[config.mk]
export PLATFORM = sky130hd
export DESIGN_NAME = audio_band_meter
export DESIGN_NICKNAME = d
export VERILOG_FILES = /design/src/rtl/audio_band_meter.sv
export SDC_FILE = /design/constraint.sdc
export NUM_CORES = 1
export LEC_CHECK = 0
export CORE_MARGIN = 8
export CORE_UTILIZATION = 40
export CTS_BUF_LIST = sky130_fd_sc_hd__clkbuf_8
export DETAILED_ROUTE_END_ITERATION = 8
export PLACE_DENSITY_LB_ADDON = 0.2
export SLEW_MARGIN = 20
export SYNTH_ARGS = -nofsm -noshare
export SYNTH_HDL_FRONTEND = slang
export SYNTH_SLANG_ARGS = --single-unit
[constraint.sdc]
create_clock -name clock -period 28.4 [get_ports clock]
set_clock_uncertainty 0.15 [all_clocks]
set_input_delay 4.26 -clock clock [delete_from_list [all_inputs] [get_ports clock]]
set_output_delay 4.26 -clock clock [all_outputs]
set_load 0.01 [all_outputs]
[src/rtl/audio_band_meter.sv]
// audio_band_meter
//   Splits each incoming signed audio sample through a cascade of one-pole
//   lowpass sections (one per band, processed one band per clock), tracks a
//   peak-hold envelope with exponential decay per band, and presents a
//   registered output sample plus per-band level meters.
//
// Ports
//   clock      system clock, rising edge
//   reset      synchronous, active-high
//   audio_in   signed sample, taken when ready=1 and the block is idle
//   ready      one-cycle sample strobe
//   controls   [1:0] output mode (00 bypass, 01 mute, 10 lowpass, 11 highpass)
//              [2] level freeze, [7] overrun clear, [6:3] ignored
//   audio_out  processed signed sample (registered)
//   out_valid  one-cycle pulse when audio_out/levels update
//   levels     band k level at [k*LEVEL_W +: LEVEL_W] (registered)
//   busy       high while a sample is being processed
//   overrun    sticky: a strobe arrived while busy and was dropped
module audio_band_meter #(
    parameter int WIDTH       = 18,
    parameter int BANDS       = 7,
    parameter int LEVEL_W     = 8,
    parameter int DECAY_SHIFT = 4
) (
    input  logic                       clock,
    input  logic                       reset,
    input  logic [WIDTH-1:0]           audio_in,
    input  logic                       ready,
    input  logic [7:0]                 controls,
    output logic [WIDTH-1:0]           audio_out,
    output logic                       out_valid,
    output logic [BANDS*LEVEL_W-1:0]   levels,
    output logic                       busy,
    output logic                       overrun
);

    localparam int KW = (BANDS > 1) ? $clog2(BANDS) : 1;

    typedef enum logic [1:0] {
        IDLE = 2'd0,
        RUN  = 2'd1,
        DONE = 2'd2
    } state_t;

    state_t state_q, state_d;

    logic [KW-1:0]            bandIdx_q;
    logic signed [WIDTH-1:0]  sample_q;
    logic signed [WIDTH-1:0]  bandIn_q;
    logic signed [WIDTH-1:0]  lp_q [BANDS];
    logic [WIDTH-2:0]         env_q [BANDS];
    logic [WIDTH-1:0]         audioOut_q;
    logic                     outValid_q;
    logic [BANDS*LEVEL_W-1:0] levels_q;
    logic                     overrun_q;

    logic signed [WIDTH-1:0]  lpCur;
    logic signed [WIDTH-1:0]  lpNew;
    logic signed [WIDTH-1:0]  lpLast;
    logic signed [WIDTH:0]    diff;
    logic signed [WIDTH:0]    diffShifted;
    logic signed [WIDTH:0]    lpSum;
    logic signed [WIDTH:0]    bandSig;
    logic [WIDTH:0]           bandAbs;
    logic [WIDTH:0]           hpDiff;
    logic [WIDTH-2:0]         mag;
    logic [WIDTH-2:0]         envCur;
    logic [WIDTH-2:0]         envNew;
    logic [KW:0]              shiftAmt;
    logic [WIDTH-1:0]         audioNext;
    logic [BANDS*LEVEL_W-1:0] levelsNext;
    logic                     unusedBits;

    // Sequencer: accept a sample in IDLE, walk the bands in RUN, then spend
    // one cycle in DONE publishing the results.
    always_comb begin
        state_d = state_q;
        case (state_q)
            IDLE:    if (ready) state_d = RUN;
            RUN:     if (bandIdx_q == KW'(BANDS - 1)) state_d = DONE;
            DONE:    state_d = IDLE;
            default: state_d = IDLE;
        endcase
    end

    always_ff @(posedge clock) begin
        if (reset) state_q <= IDLE;
        else       state_q <= state_d;
    end

    // Per-band arithmetic for the band currently selected by bandIdx_q.
    // The difference is formed one bit wider so it cannot wrap; the new
    // lowpass value always lies between the old value and the input, so
    // dropping back to WIDTH bits is lossless.
    always_comb begin
        lpCur       = lp_q[bandIdx_q];
        envCur      = env_q[bandIdx_q];
        shiftAmt    = (KW+1)'(bandIdx_q) + (KW+1)'(1);
        diff        = {bandIn_q[WIDTH-1], bandIn_q} - {lpCur[WIDTH-1], lpCur};
        diffShifted = diff >>> shiftAmt;
        lpSum       = {lpCur[WIDTH-1], lpCur} + diffShifted;
        lpNew       = lpSum[WIDTH-1:0];
        bandSig     = {bandIn_q[WIDTH-1], bandIn_q} - {lpNew[WIDTH-1], lpNew};
        bandAbs     = bandSig[WIDTH] ? -bandSig : bandSig;
        // Anything at or above 2^(WIDTH-1) pins to the largest positive magnitude.
        mag         = (bandAbs[WIDTH:WIDTH-1] != 2'b00) ? '1 : bandAbs[WIDTH-2:0];
        envNew      = (mag > envCur) ? mag : envCur - (envCur >> DECAY_SHIFT);
    end

    // Output sample selection; highpass clamps instead of wrapping.
    always_comb begin
        lpLast    = lp_q[BANDS-1];
        hpDiff    = {sample_q[WIDTH-1], sample_q} - {lpLast[WIDTH-1], lpLast};
        audioNext = sample_q;
        case (controls[1:0])
            2'b00: audioNext = sample_q;
            2'b01: audioNext = '0;
            2'b10: audioNext = lpLast;
            default: begin
                if (hpDiff[WIDTH] != hpDiff[WIDTH-1])
                    audioNext = hpDiff[WIDTH] ? {1'b1, {(WIDTH-1){1'b0}}}
                                              : {1'b0, {(WIDTH-1){1'b1}}};
                else
                    audioNext = hpDiff[WIDTH-1:0];
            end
        endcase
    end

    // Meter value per band is the top LEVEL_W bits of its envelope.
    always_comb begin
        levelsNext = '0;
        for (int k = 0; k < BANDS; k++)
            levelsNext[k*LEVEL_W +: LEVEL_W] = env_q[k][WIDTH-2 -: LEVEL_W];
    end

    // Datapath registers. The overrun flag is evaluated ahead of the state
    // case so a strobe during RUN or DONE is recorded without disturbing the
    // sample already in flight; a new overrun beats a same-cycle clear.
    always_ff @(posedge clock) begin
        if (reset) begin
            bandIdx_q  <= '0;
            sample_q   <= '0;
            bandIn_q   <= '0;
            audioOut_q <= '0;
            outValid_q <= 1'b0;
            levels_q   <= '0;
            overrun_q  <= 1'b0;
            for (int k = 0; k < BANDS; k++) begin
                lp_q[k]  <= '0;
                env_q[k] <= '0;
            end
        end else begin
            outValid_q <= 1'b0;
            if (ready && busy)
                overrun_q <= 1'b1;
            else if (controls[7])
                overrun_q <= 1'b0;
            case (state_q)
                IDLE: begin
                    if (ready) begin
                        sample_q  <= audio_in;
                        bandIn_q  <= audio_in;
                        bandIdx_q <= '0;
                    end
                end
                RUN: begin
                    lp_q[bandIdx_q]  <= lpNew;
                    env_q[bandIdx_q] <= envNew;
                    bandIn_q         <= lpNew;
                    if (bandIdx_q != KW'(BANDS - 1))
                        bandIdx_q <= bandIdx_q + KW'(1);
                end
                DONE: begin
                    audioOut_q <= audioNext;
                    outValid_q <= 1'b1;
                    if (!controls[2])
                        levels_q <= levelsNext;
                end
                default: ;
            endcase
        end
    end

    assign busy       = (state_q != IDLE);
    assign audio_out  = audioOut_q;
    assign out_valid  = outValid_q;
    assign levels     = levels_q;
    assign overrun    = overrun_q;
    assign unusedBits = ^{controls[6:3], lpSum[WIDTH]};

endmodule

==> results of run 1 <==
==> synthesized netlist by cell type (58+ instances only) <==
master    number  share of area [%]
dfxtp_1      155                 14
clkbuf_1     103                1.7
inv_1        101                1.7
mux4_2        74                7.5
nand2_1      230                3.9
mux2i_1       76                3.4
nor2_1       363                6.1
a21oi_1      193                4.3
xnor2_1       58                2.3
edfxtp_1     245                 33
o21ai_0       69                1.5
ha_1         104                5.8
==> critical path, delay by kind of cell (launching register included) <==
| family | cells | cell delay, ns |
|---|---|---|
| adder cells (fa/ha/maj) | 5 | 1.71 |
| AO/OA/AOI/OAI | 28 | 6.82 |
| XOR/XNOR | 1 | 0.54 |
| multiplexers | 4 | 1.76 |
| flip-flops | 1 | 0.82 |
| buffers and inverters | 1 | 0.26 |
| AND/OR/NAND/NOR | 8 | 2.02 |
==> sequential cells by signal, indices dropped and copies added, names as in the netlist, named ones only <==
name and count:
lp_q 144, env_q 136, levels 56, audio_out 18, bandIn_q 18, sample_q 18
bandIdx_q 3, state_q 2, out_valid 1, overrun 1
==> through the flow <==
step	hold WS (ns)	util, %	instances	setup slack (ns)	instance area, um2
after floorplan	0.2831	-	2215	15.52	22300
after global placement	0.2937	43.73	2974	14.41	24090
after detailed placement	0.2964	43.73	2974	14.27	24090
after CTS	0.3054	46.40	3104	14.22	25560
after global routing	0.3232	46.42	3106	13.17	25570
final	0.3006	46.42	3106	13.93	25570
==> layer usage <==
metal,track usage [%],wire length [um]
met3,3.670,4665
met5,0,0
met4,8.745,2330
met2,33.44,30730
met1,27.58,29280
==> placed cells by master (no fill, tap or decap), types with 76 or more instances in the layout <==
master             n
a21oi_1          193
clkbuf_8          83
clkdlybuf4s50_1  100
dfxtp_1          152
edfxtp_1         245
ha_1             104
inv_1            125
mux2i_1           76
nand2_1          230
nor2_1           360
==> cell type report <==
type	count	area share, %
Antenna cell	2	0.01957
Clock buffer	83	4.467
Clock inverter	47	1.292
Inverter	101	1.483
Multi-Input combinational cell	1593	43.29
Sequential cell	400	40.94
Tap cell	748	3.660
Timing Repair Buffer	132	4.854
==> cell families after synthesis <==
logic type               after synthesis  share of synthesized area, %
multiplexers                         155                         11.14
flip-flops                           400                         46.90
AO/OA/AOI/OAI                        482                         13.85
AND/OR/NAND/NOR                      766                         14.72
adder cells (fa/ha/maj)              110                         6.328
XOR/XNOR                              80                         3.321
buffers and inverters                222                         3.742
==> path summary, 6_finish.rpt <==
check                          start                          to  slack, ns
max                             flop  env_q[4][13]$_SDFFCE_PN0P_      13.93
min          levels[46]$_SDFFE_PP0P_     levels[46]$_SDFFE_PP0P_       0.30
max reg2reg                     flop  env_q[4][13]$_SDFFCE_PN0P_      13.93
min reg2reg  levels[46]$_SDFFE_PP0P_     levels[46]$_SDFFE_PP0P_       0.30
==> flow_metrics.py, run 1 <==
metrics = {
    "status": {
        "outcome": "finished, final reports clean",
    },
    "routing": {
        "routed_via_density": 5.644,
        "first_pass_iters": 5,
        "vias": 17530,
        "initialDrtViolationCount": 1499,
        "wl_per_cell_um": 21.57,
        "wl_um": 67010,
        "drc": 0,
        "ant_nets": 0,
    },
    "clock_tree": {
        "cts_hold_buf": 0,
        "cts-buffers-inserted": 70,
        "post_cts_resized": 0,
        "cts_sinks": 400,
        "path_clk_slew_ns": 0.06,
        "cts_max_level": 3,
        "clock_path_buffers": 3,
        "post_cts_buffers": 0,
        "cts-root-buf": "clkbuf_8",
        "clk_latency_ns": 0.66,
        "cts_tree": "yes",
    },
    "sta": {
        "worst_pin_slew_ns": 1.099,
        "min_period_over_period_pct": 50.94,
        "slew_headroom_pct": 26.67,
        "grt_setup_unrepaired": "false",
        "fmax_mhz": 69.12,
        "hold_violations": 0,
        "drv_slew": 0,
        "setup_viol": 0,
        "fin_crit_ns": 14.47,
        "setup_tns_ns": 0,
    },
    "logic_synthesis": {
        "ys_types": 78,
        "synth_edf_count": 245,
        "synthesis.area_um2": 22300,
        "synthArstFlopShare_pct": 0,
        "syn_nets": 2353,
        "yosysWarnings": 0,
        "yosys_most_used_dff": "edfxtp_1",
        "ys_ff_latch": 400,
        "syn_inst": 2215,
        "avgSynthCellArea_um2": 10.07,
        "ys_seq_area_share_pct": 46.90,
    },
    "hold_path": {
        "min_path_cells": 2,
        "hold_class": "reg -> reg",
    },
    "global_route": {
        "grt_usage_pct": 20.82,
        "antenna_found_initial": 3,
        "grt_overflow": 0,
        "grt_pass1_wl_um": 102700,
        "grt_max_degree": 89,
        "grt_pass1_vias": 17310,
    },
    "setup_path": {
        "startpoint_type": "flop",
        "critPathCaptureType": "flop",
        "crit_type": "reg -> reg",
        "worst_ep_required_time_ns": 28.62,
        "cpPeakStageDelay_ns": 0.82,
        "cp_max_fo": 36,
        "cp.arrival_ns": 14.69,
        "rr_worst_depth": 47,
        "crit_path_frequent_cell": "a21oi_1",
        "cpMaxStageDelayCell": "dfxtp_4",
    },
    "die": {
        "die_area_um2": 63570,
        "ios": 106,
        "fp.dieH_um": 252.1,
        "rows": 86,
        "core_area_um2": 55090,
        "die_w_um": 252.1,
        "floorplan.initialDensity_pct": 40.48,
    },
    "cells_and_area": {
        "seq_area_um2": 10470,
        "drive_gt1_share_pct": 11.59,
        "final_nets": 2436,
        "multi_input_area_um2": 11070,
        "fill_cells": 5231,
        "syn_to_final_growth_pct": 14.66,
    },
    "job": {
        "maxCapViolations": 0,
    },
    "placement": {
        "dpl.hpwl_um": 45230,
        "routabilityCongestion": 0.9203,
        "numPortBuffers": 101,
    },
}
Power of run 1 is not shown: default switching activity piles up to over one toggle a cycle in this logic, so the estimate is an artifact.
==> inputs of run 2 (changes only) <==
==> constraint.sdc (replaced) <==
create_clock -name clock -period 14.5 [get_ports clock]
set_clock_uncertainty 0.15 [all_clocks]
set_input_delay 2.175 -clock clock [delete_from_list [all_inputs] [get_ports clock]]
set_output_delay 2.175 -clock clock [all_outputs]
set_load 0.01 [all_outputs]
==> flow_metrics.py, run 2 (synthesis gave the netlist of run 1 again) <==
metrics = {
    "clock_tree": {
        "post_cts_buffers": 0,
        "clk_latency_ns": 0.65,
        "cts_sinks": 400,
        "clock_path_buffers": 3,
        "cts_max_level": 3,
        "cts_tree": "yes",
        "cts_hold_buf": 0,
        "path_clk_slew_ns": 0.06,
        "post_cts_resized": 0,
        "cts-root-buf": "clkbuf_8",
        "cts-buffers-inserted": 69,
    },
    "setup_path": {
        "r2r_slack_ns": 0.89,
        "rr_worst_depth": 46,
        "cpMaxStageDelayCell": "or4b_2",
        "critPathCaptureType": "flop",
        "crit_type": "reg -> reg",
        "cp.arrival_ns": 13.82,
        "worst_ep_required_time_ns": 14.71,
        "cpPeakStageDelay_ns": 0.75,
        "startpoint_type": "flop",
        "crit_path_frequent_cell": "a21oi_1",
        "cp_max_fo": 21,
        "rr_endpoint": "env_q[7][13]$_DFFE_PP_",
    },
    "die": {
        "fp.dieH_um": 252.1,
        "die_w_um": 252.1,
        "rows": 86,
        "core_area_um2": 55090,
        "ios": 106,
        "floorplan.initialDensity_pct": 40.48,
        "die_area_um2": 63570,
    },
    "routing": {
        "wl_um": 67080,
        "wl_met3_um": 4393,
        "initialDrtViolationCount": 1291,
        "vias": 17270,
        "drc": 0,
        "wl_per_cell_um": 21.53,
        "highest_layer": "met4",
        "ant_nets": 0,
        "first_pass_iters": 5,
        "met1Wirelength_um": 29540,
        "routed_via_density": 5.542,
        "wl_met2_um": 31560,
    },
    "global_route": {
        "grt_overflow": 0,
        "grt_max_degree": 95,
        "antenna_found_initial": 1,
        "grt_usage_pct": 20.93,
        "grt_pass1_wl_um": 102700,
        "grt_pass1_vias": 17310,
    },
    "sta": {
        "grt_setup_unrepaired": "false",
        "setup_tns_ns": 0,
        "drv_slew": 0,
        "hold_violations": 0,
        "slew_headroom_pct": 27.75,
        "setup_viol": 0,
        "min_period_over_period_pct": 93.86,
        "worst_pin_slew_ns": 1.083,
        "fmax_mhz": 73.48,
        "fin_crit_ns": 13.61,
    },
    "hold_path": {
        "hold_path_end": "levels[43]$_SDFFE_PP0P_",
        "hold_class": "reg -> reg",
        "min_path_cells": 2,
        "min_from": "levels[43]$_SDFFE_PP0P_",
    },
    "cells_and_area": {
        "drive_gt1_share_pct": 11.79,
        "syn_to_final_growth_pct": 14.77,
        "largest_reg_flops": 144,
        "mostFrequentLayoutCells": "nor2_1, edfxtp_1, nand2_1, a21oi_1, dfxtp_1",
        "final_common_cell": "nor2_1",
        "fill_cells": 5165,
        "final_nets": 2449,
        "regMostFlops": "lp_q",
    },
    "status": {
        "outcome": "finished, final reports clean",
    },
    "placement": {
        "dpl.hpwl_um": 46320,
        "routabilityCongestion": 0.9145,
        "numPortBuffers": 101,
    },
    "job": {
        "maxCapViolations": 0,
    },
}
-- run 2: worst max path at each step --
stage,cells after the start,slack (ns),to,startpoint
2_1_floorplan,54,1.62,env_q[5][13]$_DFFE_PP_,flop
3_3_place_gp,46,0.97,env_q[5][13]$_DFFE_PP_,flop
3_5_place_dp,46,0.90,env_q[5][13]$_DFFE_PP_,flop
4_1_cts,46,0.87,env_q[5][13]$_DFFE_PP_,flop
5_1_grt,46,0.09,env_q[5][13]$_DFFE_PP_,flop
6_report,46,0.89,env_q[7][13]$_DFFE_PP_,flop
-- run 2: final cells by class --
class / instances / area (um2) / area share (%)
multi-input combinational: 1593 / 11070 / 43.25
sequential: 400 / 10470 / 40.90
timing repair buffer: 146 / 1350 / 5.274
clock buffer: 81 / 1115 / 4.355
tap: 748 / 935.9 / 3.656
inverter: 101 / 379.1 / 1.481
clock inverter: 46 / 275.3 / 1.075
antenna: 1 / 2.502 / 0.009777
-- run 2: metal layers --
layer  vias to the layer above  global-route usage, %
li1                       8176                      -
met1                      8499                  27.78
met2                       499                  34.61
met3                        95                  3.598
met4                         0                  6.712
met5                         -                      0
-- run 2: critical path, delay by kind of cell, from the launching register on --
kind,cells,cell delay [ns]
AOI/OAI and AO/OA,27,6.93
buffers and inverters,2,0.51
DFF,1,0.57
xor gates and xnor gates,1,0.16
muxes,4,1.44
adders and majority gates,4,1.28
and+or+nand+nor,8,2.21
-- run 2: per-stage QoR --
step | utilization (%) | setup WS [ns] | instances | hold WS [ns] | cell area [um2]
final | 46.46 | 0.8910 | 3116 | 0.3007 | 25600
after global routing | 46.46 | 0.08623 | 3116 | 0.3192 | 25600
after CTS | 46.44 | 0.8731 | 3115 | 0.3042 | 25580
after detailed placement | 43.92 | 0.9026 | 2988 | 0.2961 | 24190
after global placement | 43.92 | 0.9702 | 2988 | 0.2935 | 24190
after floorplan | - | 1.622 | 2215 | 0.2831 | 22300
Power of run 2 is left out for the same reason.
